<file path="config.mk">
export PLATFORM = sky130hd
export DESIGN_NAME = bitstream_packer
export DESIGN_NICKNAME = d
export VERILOG_FILES = /design/src/rtl/bitstream_packer.sv
export SDC_FILE = /design/constraint.sdc
export NUM_CORES = 1
export LEC_CHECK = 0
export CAP_MARGIN = 20
export CELL_PAD_IN_SITES_DETAIL_PLACEMENT = 0
export CELL_PAD_IN_SITES_GLOBAL_PLACEMENT = 1
export CORE_MARGIN = 2
export CORE_UTILIZATION = 43
export CTS_CLUSTER_DIAMETER = 150
export CTS_CLUSTER_SIZE = 28
export DETAILED_ROUTE_END_ITERATION = 8
export GPL_ROUTABILITY_DRIVEN = 0
export PLACE_DENSITY_LB_ADDON = 0.1
export SYNTH_ARGS = -nofsm -noshare
export SYNTH_HDL_FRONTEND = slang
export SYNTH_SLANG_ARGS = --single-unit
</file>
<file path="constraint.sdc">
create_clock -name clk_i -period 8.9 [get_ports clk_i]
set_clock_uncertainty 0.1 [all_clocks]
set_input_delay 1.78 -clock clk_i [delete_from_list [all_inputs] [get_ports clk_i]]
set_output_delay 1.78 -clock clk_i [all_outputs]
set_load 0.005 [all_outputs]
</file>
<file path="src/rtl/bitstream_packer.sv">
// Variable-length code packer: appends right-aligned codes MSB-first and writes 32-bit words to a RAM.
// Optional macro BITPACK_PAD_ONES_EN: the final partial word is padded with 1s instead of 0s.
module bitstream_packer #(
    parameter int WORDS = 2406,
    parameter int AW    = 13
) (
    input  logic          clk_i,
    input  logic          rst_i,
    input  logic          en_i,
    input  logic          valid_i,
    input  logic [15:0]   code_i,
    input  logic [4:0]    len_i,
    input  logic          flush_i,
    output logic          ready_o,
    output logic          ram_en_o,
    output logic          ram_we_o,
    output logic [AW-1:0] ram_addr_o,
    output logic [31:0]   ram_data_o,
    output logic [AW:0]   word_count_o,
    output logic          done_o,
    output logic          ovf_o
);

`ifdef BITPACK_PAD_ONES_EN
    localparam logic PAD_ONES = 1'b1;
`else
    localparam logic PAD_ONES = 1'b0;
`endif

    typedef enum logic [2:0] {IDLE, ACCUM, WRITE, FLUSH, DONE} state_t;

    state_t      state, state_nx;
    logic [47:0] acc, acc_nx;
    logic [5:0]  bitcnt, bitcnt_nx;
    logic [AW:0] ptr, ptr_nx;
    logic        ovf, ovf_nx;

    logic        ready, wr;
    logic [31:0] wdata;
    logic [4:0]  len_eff;
    logic [16:0] code_m;
    logic [5:0]  sh;
    logic [31:0] pad_mask;
    logic        full;

    // Oldest bit lives at acc[47]; a new code is placed just below the bits already held.
    always_comb begin
        len_eff  = (len_i > 5'd16) ? 5'd16 : len_i;
        code_m   = {1'b0, code_i} & ((17'd1 << len_eff) - 17'd1);
        sh       = 6'd48 - bitcnt - {1'b0, len_eff};
        pad_mask = 32'hFFFF_FFFF >> bitcnt;
        full     = (int'(ptr) >= WORDS);
    end

    always_comb begin
        state_nx  = state;
        acc_nx    = acc;
        bitcnt_nx = bitcnt;
        ptr_nx    = ptr;
        ovf_nx    = ovf;
        ready     = 1'b0;
        wr        = 1'b0;
        wdata     = acc[47:16];
        case (state)
            IDLE: begin
                if (en_i) begin
                    state_nx  = ACCUM;
                    acc_nx    = '0;
                    bitcnt_nx = '0;
                    ptr_nx    = '0;
                end
            end
            ACCUM: begin
                if (en_i && (bitcnt < 6'd32)) begin
                    ready = 1'b1;
                    if (valid_i) begin
                        acc_nx    = acc | ({31'b0, code_m} << sh);
                        bitcnt_nx = bitcnt + {1'b0, len_eff};
                        if (bitcnt_nx >= 6'd32)
                            state_nx = WRITE;
                    end else if (flush_i) begin
                        state_nx = FLUSH;
                    end
                end
            end
            WRITE: begin
                if (en_i) begin
                    if (full) begin
                        ovf_nx   = 1'b1;
                        state_nx = DONE;
                    end else begin
                        wr        = 1'b1;
                        ptr_nx    = ptr + 1'b1;
                        acc_nx    = acc << 32;
                        bitcnt_nx = bitcnt - 6'd32;
                        state_nx  = ACCUM;
                    end
                end
            end
            FLUSH: begin
                wdata = acc[47:16] | (PAD_ONES ? pad_mask : 32'h0);
                if (en_i) begin
                    if (bitcnt != 6'd0) begin
                        if (full) begin
                            ovf_nx = 1'b1;
                        end else begin
                            wr     = 1'b1;
                            ptr_nx = ptr + 1'b1;
                        end
                    end
                    state_nx = DONE;
                end
            end
            DONE: begin
                if (!en_i)
                    state_nx = IDLE;
            end
            default: state_nx = IDLE;
        endcase
    end

    always_ff @(posedge clk_i) begin
        if (!rst_i) begin
            state  <= IDLE;
            acc    <= '0;
            bitcnt <= '0;
            ptr    <= '0;
            ovf    <= 1'b0;
        end else begin
            state  <= state_nx;
            acc    <= acc_nx;
            bitcnt <= bitcnt_nx;
            ptr    <= ptr_nx;
            ovf    <= ovf_nx;
        end
    end

    // Outputs are forced quiet while reset is asserted, not just after the reset edge.
    always_comb begin
        ready_o      = rst_i & ready;
        ram_en_o     = rst_i & wr;
        ram_we_o     = rst_i & wr;
        ram_addr_o   = rst_i ? ptr[AW-1:0] : '0;
        ram_data_o   = rst_i ? wdata : '0;
        word_count_o = rst_i ? ptr : '0;
        done_o       = rst_i && (state == DONE);
        ovf_o        = rst_i & ovf;
    end

endmodule

</file>
Yosys cells after proc, flatten, opt, wreduce, memory -nomap -nowiden
Index checks and enable logic that the tools add are counted.

Output and inout bits: 64. Input port bits: 26. Register bits: 72.

Shifts and indexed selects: 2. Reductions and logical operators: 11. Magnitude comparators: 4. Eq/ne operators: 14. Bitwise gates (word level): 5. $add $sub $neg: 6. Mux-type cells: 44.

Operators with widths (count): $mux W48 (5); $pmux W48 S3 (1); $mux W14 (6); $or A48 B48 Y48 (1); $shl A17 B6 Y48 (1); $pmux W14 S3 (1); $mux W32 (1); $mux W6 (5); $mux W3 (9); $pmux W6 S3 (1); $and A16 B17 Y17 (1); $shl A1 B5 Y17 const A (1); $sub A17 B1 Y17 const B (1); $ne A2 B2 Y1 const B (8); $pmux W3 S5 (1); $add A14 B1 Y14 const B (1); $ge A14 B12 Y1 const B (1); $mux W13 (1); $mux W1 (10); $reduce_and A7 Y1 (1); $add A6 B5 Y6 (1); $eq A3 B2 Y1 const B (2); $ge A6 B6 Y1 const B (1); $lt A6 B6 Y1 const B (1); 18 further kinds (24).

Depth between registers and ports, before layout
Gate-level depths: netlist (run 1).

Word-level depth: 10. Depth in mapped cells: 16. Depth with buffers taken out: 12.

Worst setup path after synthesis (run 1)
No wires, ideal clock.

Path type: input port to flip-flop. Start: input port len_i[4]. End: register acc[44]. Slack: 3713 ps. Path buffers: 4. Stages on the path: 15. Arrival time: 4984 ps. Required time: 8697 ps. Cell sequence: clkbuf_1 > clkbuf_1 > nor2b_1 > ha_1 > inv_1 > ha_1 > fa_1 > clkbuf_1 > clkbuf_1 > nand3_1 > o21ai_0 > a32oi_1 > o2111ai_1 > a31oi_1 > a2111oi_2.

Longest elaborated chain between the ends: 10. Elaborated cells on any way between the ends: 11. Classes of those cells: 2 x add/sub; 1 x order compare; 2 x shift; 4 x mux; 2 x bitwise.

RTL lines: from (decl) (RTL line 12) `input logic [4:0] len_i,`; $gt A5 B5 Y1 (RTL line 48) `len_eff = (len_i > 5'd16) ? 5'd16 : len_i;`; $mux W5 * (RTL line 48); $shl A1 B5 Y17 (RTL line 49) `code_m = {1'b0, code_i} & ((17'd1 << len_eff) - 17'd1);`; $sub A17 B1 Y17 (RTL line 49); $and A16 B17 Y17 (RTL line 49); $shl A17 B6 Y48 * (RTL line 77) `acc_nx = acc | ({31'b0, code_m} << sh);`; $or A48 B48 Y48 * (RTL line 77); $mux W48 * (RTL line 76) `if (valid_i) begin`; $mux W48 * (RTL line 74) `if (en_i && (bitcnt < 6'd32)) begin`; $pmux W48 S3 * (RTL line 64) `case (state)`; to (signal assigned) (RTL line 131) `acc <= acc_nx;`; to (decl) (RTL line 33) `logic [47:0] acc, acc_nx;`.

Mark *: on every way between the ends. The rest lies on a longest branch, timed or not. The select of a mux whose other input is x is not followed. A chain may end at the register's enable or synchronous reset.

Final worst setup path (run 1)
Start: input port len_i[4]. End: register acc[22].

Same word-level chain as after synthesis.

==> results of run 1 <==
per-stage QoR:
stage / setup slack (ns) / hold WS, ns / util
finish: 2.553 / 0.3561 / 0.5237
CTS: 2.613 / 0.3639 / 0.5237
detailed placement: 2.234 / 0.3416 / 0.4995
global route: 2.200 / 0.3918 / 0.5237
global placement: 2.464 / 0.3356 / 0.4995
floorplan: 3.713 / 0.3251 / -
flip-flops by register name (all words and copies together) (netlist names):
register,flops
acc,48
state,3
bitcnt,6
ovf,1
ptr,14
layer usage:
| metal | GRT usage | wire length (um) | up-vias |
|---|---|---|---|
| li1 | - | - | 3138 |
| met1 | 0.3865 | 9268 | 3157 |
| met2 | 0.4253 | 9207 | 277 |
| met3 | 0.03839 | 1307 | 32 |
| met4 | 0.1006 | 404 | 0 |
| met5 | 0 | 0 | - |
synth_stat cells (3+ instances only):
master	n
nand4_1	10
o31ai_1	7
nand3b_1	3
a221oi_1	7
mux2i_1	7
nor2b_1	9
xnor2_1	7
o2111ai_1	10
a21oi_1	72
o21a_1	7
a211oi_1	7
inv_1	24
ha_1	16
a211o_1	5
buf_2	6
clkbuf_1	54
buf_1	3
o221ai_1	6
nand2_1	82
o211ai_1	30
o22ai_1	6
or2_2	3
or4_1	3
dfxtp_1	72
a41oi_1	4
o21ai_1	4
nand2b_1	14
and2_1	48
buf_4	14
a21o_1	8
fa_1	3
and3_1	8
or3_1	9
nor3_1	14
nor2_1	81
xor2_1	8
o21ai_0	45
nand3_1	29
a31oi_1	30
a311oi_1	5
a22oi_1	3
critical path, cell delays in order:
cell             delay (ns)
clkdlybuf4s50_1        1.07
nor2b_1                0.21
ha_1                   0.37
inv_1                  0.05
ha_1                   0.28
buf_4                  0.25
inv_1                  0.62
o2111ai_1              0.23
o211ai_1               0.14
o21ai_0                0.15
a221oi_1               1.00
a31oi_1                0.19
a21oi_1                0.19
kinds of logic (layout without fill, tap and decap cells):
group | count (synthesis) | count (layout)
simple gates | 325 | 325
compound gates | 288 | 288
mux | 11 | 11
buf+inv | 104 | 147
fa+ha+maj | 19 | 19
xor+xnor | 15 | 15
flops | 72 | 72
worst max path at each step:
stage,startpoint,end,slack [ns],cells past startpoint
2_1_floorplan,len_i[4],acc[44],3.71,15
3_3_place_gp,len_i[4],acc[22],2.46,13
3_5_place_dp,len_i[4],acc[14],2.23,13
4_1_cts,len_i[4],acc[22],2.61,13
5_1_grt,len_i[4],acc[22],2.20,13
6_report,len_i[4],acc[22],2.55,13
power by group:
group | leakage, nW | internal [mW] | total (mW) | switching (mW)
Clock | 0.159 | 0.261 | 0.407 | 0.146
Sequential | 0.583 | 0.343 | 0.362 | 0.0191
Combinational | 1.83 | 0.154 | 0.457 | 0.303
Total | 2.57 | 0.758 | 1.23 | 0.468
final cells by class:
cell class | instances | area [um2] | share of cell area
clock inverter | 4 | 76.32 | 0.01058
timing repair buffer | 105 | 1006 | 0.1395
multi-input combinational | 658 | 4110 | 0.5698
sequential | 72 | 1441 | 0.1998
tap | 180 | 225.2 | 0.03122
inverter | 26 | 97.59 | 0.01353
clock buffer | 12 | 256.5 | 0.03556
==> out/metrics.json, run 1 <==
{
  "status": "complete, no violations",
  "setup-tns-final_ns": 0,
  "synth_top_family_by_area": "compound AO/OA/AOI/OAI gates",
  "worstHoldPathType": "flip-flop to flip-flop",
  "worst_max_slew_margin_expressed_relative_to_the_limit": 0.2347,
  "min_period_over_period": 0.7131,
  "maxcap_viol_count": 0,
  "cts_inserted_buffers": 9,
  "design.portCount": 90,
  "grt_pass1_vias": 5905,
  "netlist_instances": 834,
  "timing.fmax_ghz": 0.1576,
  "syn_area_um2": 5994,
  "ys_seq_area_frac": 0.2405,
  "slew_viol_final": 0,
  "cts.path.max_buffers": 2,
  "crit_arrival_ns": 6.53,
  "min_path_cells": 2,
  "drive_gt1_frac": 0.06499,
  "postCtsHoldBufs": 0,
  "yosysTopAreaCellShare": 0.2405,
  "detailedRoute.firstPassIterationCount": 5,
  "synthMuxAreaShare": 0.02484,
  "final_area_um2": 7213,
  "routed_via_density": 6.248,
  "routed_wirelength_um": 20190,
  "worstHoldStart": "acc[15]",
  "cts_tree": "done",
  "share_of_the_synthesized_area_in_compound_gates_ao_oa_aoi_oai": 0.3239,
  "clock_tree.htree_level_count": 3,
  "cts_resized": 0,
  "initial_core_util": 0.4352,
  "die_h_um": 122.1,
  "dieWidth_um": 122.1,
  "most_frequent_standard_cell_in_the_layout_excluding_fill_and_tap_cells": "clkdlybuf4s50_1",
  "layout-area-overhead-vs-synth_pct": 20.33,
  "finalHoldViolations": 0,
  "critical_path.endpoint_type": "flip-flop",
  "crit_required_ns": 9.09,
  "setup.worst_path.class": "input port to flip-flop",
  "power_density_nw_per_um2": 169.9,
  "worst_slew_pin_slew_ns": 1.148,
  "antenna_found_initial": 0,
  "startpoint_type": "input port",
  "non_filler_cells_final": 1057,
  "synth_simple_gate_area_frac": 0.2690,
  "hold-path-endpoint": "acc[15]",
  "worst_case_register_to_register_setup_slack_ns": 4.95,
  "yosys_warnings": 0,
  "floorplan.die_area_um2": 14900,
  "rsz0062_at_grt": "no",
  "std_cell_rows": 43,
  "ant_nets": 0,
  "detailedPlacementHpwl_um": 14600,
  "postCtsSetupRepairBufs": 0,
  "layout.cells.most_common_list": "clkdlybuf4s50_1, nand2_1, nor2_1, a21oi_1, dfxtp_1",
  "num_vias": 6604,
  "synthArstFlopShare": 0,
  "synth_fp_nets": 879,
  "finalCriticalPeriod_ns": 6.347,
  "synth.lib_cells_used.distinct": 79,
  "setup-violations-final": 0,
  "clk_root_buffer_cell": "clkbuf_16",
  "synth_area_per_cell_um2": 7.188,
  "worst-path-max-fanout": 33,
  "place_inst": 1041,
  "r2r_cells": 11,
  "synth_enable_flop_cells": 0,
  "final.fill_count": 1374,
  "grt.overflow.total": 0,
  "synth.largest_area_cell": "dfxtp_1",
  "leakagePower_nw": 2.567,
  "synth-adder-area-share": 0.04341,
  "ys_ff_latch": 72,
  "avgRoutedWirePerCell_um": 19.10,
  "total_clock_sinks": 72,
  "fin_total_pwr_mw": 1.226,
  "synth-xor-area-share": 0.02192,
  "grt_usage": 0.2742,
  "dpl-instance-area_um2": 6880,
  "fin_nets": 917,
  "pin_count_of_the_biggest_net_entering_global_routing": 59,
  "detail_route.iter0.violations": 683,
  "r2r_start": "bitcnt[1]",
  "vdd_drop_max_v": 0.0001119,
  "diodes": 0,
  "port-buffer-count": 89,
  "regToRegEndpoint": "acc[22]",
  "ys.flop_type": "dfxtp_1",
  "floorplan.core_area_um2": 13770,
  "register_clock_pin_slew_on_the_reported_worst_setup_and_hold_paths_ns": 0.06,
  "drt_drc_violations_left": 0,
  "insertion_delay_ns": 0.35,
  "synth.area.top_cells": "dfxtp_1, a21oi_1, nand2_1",
  "grt_pass1_wl_um": 32020
}
(Power assumes the default switching activity.)
==> run 2: changes to the inputs <==
- CORE_UTILIZATION: 43 -> 40
- clock period: 8.9 -> 6.65 ns (I/O delays scaled with it)
==> run 2 against run 1 <==
Power rose by 28%; via count increased by 1.2%; routed wire length up 1.1%; first-iteration DRC count increased by 12%; flip-flop and latch count unchanged; critical endpoint is now acc[44].
==> out/metrics.json, run 2 (same netlist as run 1, synthesis figures left out) <==
{
  "insertion_delay": {"value": 0.34, "unit": "ns", "change": "was 0.35 ns"},
  "detailedRoute.firstPassIterationCount": {"value": 5, "change": "unchanged"},
  "cp_cell_sequence": {"value": "clkdlybuf4s50_1, nor3_2, nand3b_1, ha_1, or3_1, o31a_1, o311ai_1, mux2i_1, o2111ai_1, a31oi_1, a2111oi_2", "change": "was clkdlybuf4s50_1, nor2b_1, ha_1, inv_1, ha_1, buf_4, inv_1, o2111ai_1, o211ai_1, o21ai_0, a221oi_1, a31oi_1, a21oi_1"},
  "pwr-share-clk": {"value": 0.292, "change": "was 0.332"},
  "grt_usage": {"value": 0.2519, "change": "was 0.2742"},
  "combinationalPowerShare": {"value": 0.401, "change": "was 0.373"},
  "fin_nets": {"value": 928, "change": "was 917"},
  "cts_inserted_buffers": {"value": 9, "change": "unchanged"},
  "most_frequent_standard_cell_in_the_layout_excluding_fill_and_tap_cells": {"value": "clkdlybuf4s50_1", "change": "unchanged"},
  "setup-tns-final": {"value": 0, "unit": "ns", "change": "unchanged"},
  "max_stage_delay": {"value": 0.66, "unit": "ns", "change": "was 1.07 ns"},
  "port-buffer-count": {"value": 89, "change": "unchanged"},
  "maxcap_viol_count": {"value": 0, "change": "unchanged"},
  "registers.top_by_ff_count": {"value": "acc", "change": "unchanged"},
  "timing.critical_path.max_delay_family": {"value": "compound AO/OA/AOI/OAI gates", "change": "was buffers and inverters"},
  "avgRoutedWirePerCell": {"value": 19.05, "unit": "um", "change": "was 19.10 um"},
  "drt_drc_violations_left": {"value": 0, "change": "unchanged"},
  "slew_viol_final": {"value": 0, "change": "unchanged"},
  "vdd_drop_max": {"value": 0.0001408, "unit": "V", "change": "was 0.0001119 V"},
  "fin_total_pwr": {"value": 1.575, "unit": "mW", "change": "was 1.226 mW"},
  "status": {"value": "complete, no violations", "change": "unchanged"},
  "worst_max_slew_margin_expressed_relative_to_the_limit": {"value": 0.2658, "change": "was 0.2347"},
  "critical_path_depth": {"value": 11, "change": "was 13"},
  "cts.path.max_buffers": {"value": 2, "change": "unchanged"},
  "min_path_cells": {"value": 2, "change": "unchanged"},
  "min_period_over_period": 0.8089,
  "finalCriticalPeriod_ns": 5.379,
  "grt.overflow.total": {"value": 0, "change": "unchanged"},
  "register_clock_pin_slew_on_the_reported_worst_setup_and_hold_paths": {"value": 0.06, "unit": "ns", "change": "about the same"},
  "layout-area-overhead-vs-synth": {"value": 20.94, "unit": "%", "change": "was 20.33%"},
  "netSwitchingPower": {"value": 0.6344, "unit": "mW", "change": "was 0.4679 mW"},
  "die_h": {"value": 126.4, "unit": "um", "change": "was 122.1 um"},
  "worst_slew_pin_slew": {"value": 1.097, "unit": "ns", "change": "was 1.148 ns"},
  "detailedPlacementHpwl": {"value": 15050, "unit": "um", "change": "was 14600 um"},
  "dieWidth": {"value": 126.4, "unit": "um", "change": "was 122.1 um"},
  "total_clock_sinks": {"value": 72, "change": "unchanged"},
  "rsz0062_at_grt": {"value": "no", "change": "unchanged"},
  "setup.worst_path.class": {"value": "input port to flip-flop", "change": "unchanged"},
  "clock_tree.htree_level_count": {"value": 3, "change": "unchanged"},
  "routed_wirelength": {"value": 20420, "unit": "um", "change": "was 20190 um"},
  "num_vias": {"value": 6681, "change": "was 6604"},
  "design.portCount": {"value": 90, "change": "unchanged"},
  "initial_core_util": {"value": 0.4109, "change": "was 0.4352"},
  "layout_top_registers": {"value": "acc: 48 flops, ptr: 14 flops, bitcnt: 6 flops", "change": "unchanged"},
  "drive_gt1_frac": {"value": 0.07770, "change": "was 0.06499"},
  "diodes": {"value": 0, "change": "unchanged"},
  "floorplan.die_area": {"value": 15980, "unit": "um2", "change": "was 14900 um2"},
  "leakagePower": {"value": 2.597, "unit": "nW", "change": "was 2.567 nW"},
  "floorplan.core_area": {"value": 14590, "unit": "um2", "change": "was 13770 um2"},
  "max_reg_flops": {"value": 48, "change": "unchanged"},
  "ant_nets": {"value": 0, "change": "unchanged"},
  "std_cell_rows": {"value": 44, "change": "was 43"},
  "timing.fmax_ghz": 0.1859,
  "critical_path.endpoint_type": {"value": "flip-flop", "change": "unchanged"},
  "crit_arrival": {"value": 5.52, "unit": "ns", "change": "was 6.53 ns"},
  "worstHoldPathType": {"value": "flip-flop to flip-flop", "change": "unchanged"},
  "pin_count_of_the_biggest_net_entering_global_routing": {"value": 59, "change": "unchanged"},
  "slowest_stage": {"value": "clkdlybuf4s50_1", "change": "unchanged"},
  "detail_route.iter0.violations": {"value": 762, "change": "was 683"},
  "cts_tree": {"value": "done", "change": "unchanged"},
  "postCtsHoldBufs": {"value": 0, "change": "unchanged"},
  "crit_required": {"value": 6.79, "unit": "ns", "change": "was 9.09 ns"},
  "layout.cells.most_common_list": {"value": "clkdlybuf4s50_1, nand2_1, nor2_1, a21oi_1, dfxtp_1", "change": "unchanged"},
  "routed_via_density": {"value": 6.232, "change": "was 6.248"},
  "finalHoldViolations": {"value": 0, "change": "unchanged"},
  "timing.critical_path.buf_inv": {"value": 1, "change": "was 4"},
  "internal-power": {"value": 0.9405, "unit": "mW", "change": "was 0.7578 mW"},
  "grt_pass1_wl": {"value": 32740, "unit": "um", "change": "was 32020 um"},
  "power_frac_seq": {"value": 0.307, "change": "was 0.295"},
  "power_density": {"value": 217.2, "unit": "nW/um2", "change": "was 169.9 nW/um2"},
  "antenna_found_initial": {"value": 0, "change": "unchanged"},
  "r2r_cells": {"value": 9, "change": "was 11"},
  "clk_root_buffer_cell": {"value": "clkbuf_16", "change": "unchanged"},
  "postCtsSetupRepairBufs": {"value": 0, "change": "unchanged"},
  "grt_pass1_vias": {"value": 6030, "change": "was 5905"},
  "worst-path-max-fanout": {"value": 24, "change": "was 33"},
  "sw_frac_of_total": {"value": 0.4028, "change": "was 0.3817"},
  "cts_resized": {"value": 0, "change": "unchanged"},
  "startpoint_type": {"value": "input port", "change": "unchanged"},
  "setup-violations-final": {"value": 0, "change": "unchanged"}
}
-- run 2: cell types whose count changed in the layout (fill, tap and decap cells not counted) --
cell	before	now
buf_4	16	27
bufinv_16	2	0
clkbuf_1	1	0
clkbuf_8	2	1
clkinv_2	0	2
clkinvlp_4	1	2
inv_6	0	1
-- run 2: power by group through the flow --
stage               registers, mW  logic, mW  clock network [mW]
global placement            0.491      0.614                   0
global route                0.487      0.683               0.490
finish                      0.483      0.631               0.461
detailed placement          0.492      0.616                   0
CTS                         0.483      0.618               0.468
floorplan                   0.480      0.407                   0
-- run 2: worst paths after layout --
| path | from | endpoint | slack [ns] |
|---|---|---|---|
| worst max-delay path | len_i[4] | acc[44] | 1.27 |
| worst min-delay path | acc[15] | acc[15] | 0.35 |
| worst max register to register | bitcnt[2] | acc[24] | 2.92 |
| worst min register to register | acc[15] | acc[15] | 0.35 |
-- run 2: worst reg2reg max path, delay by kind of cell, from the launching register on --
| kind | cells | cell delay (ns) |
|---|---|---|
| buffers and inverters | 2 | 0.41 |
| and+or+nand+nor | 1 | 0.07 |
| adders and majority gates | 2 | 1.39 |
| AOI/OAI and AO/OA | 4 | 1.30 |
| DFF | 1 | 0.39 |
-- run 2: per-layer routing --
metal,share of wire,wire (um),GRT usage
met1,0.46,9296,0.3624
met2,0.45,9106,0.3819
met3,0.079,1621,0.05061
met4,0.019,393,0.07111
met5,0,0,0
-- run 2: through the flow --
step	std cells	area (um2)	setup slack (ns)	hold slack (ns)	utilization
after floorplan	834	5995	1.913	0.3251	-
after global placement	1056	6968	1.063	0.3363	0.4776
after detailed placement	1056	6968	0.9609	0.3426	0.4776
after CTS	1072	7249	1.323	0.3501	0.4969
after global routing	1072	7249	1.009	0.3648	0.4969
final	1072	7249	1.271	0.3523	0.4969
-- run 2: area by class of cell --
| class | instances | area (um2) |
|---|---|---|
| flip-flops and latches | 72 | 1441 |
| inverters | 26 | 97.59 |
| clock buffers | 10 | 239.0 |
| multi-input cells | 658 | 4110 |
| clock inverters | 6 | 42.54 |
| fillers | 1452 | 7340 |
| repair buffers | 116 | 1089 |
| well taps | 184 | 230.2 |
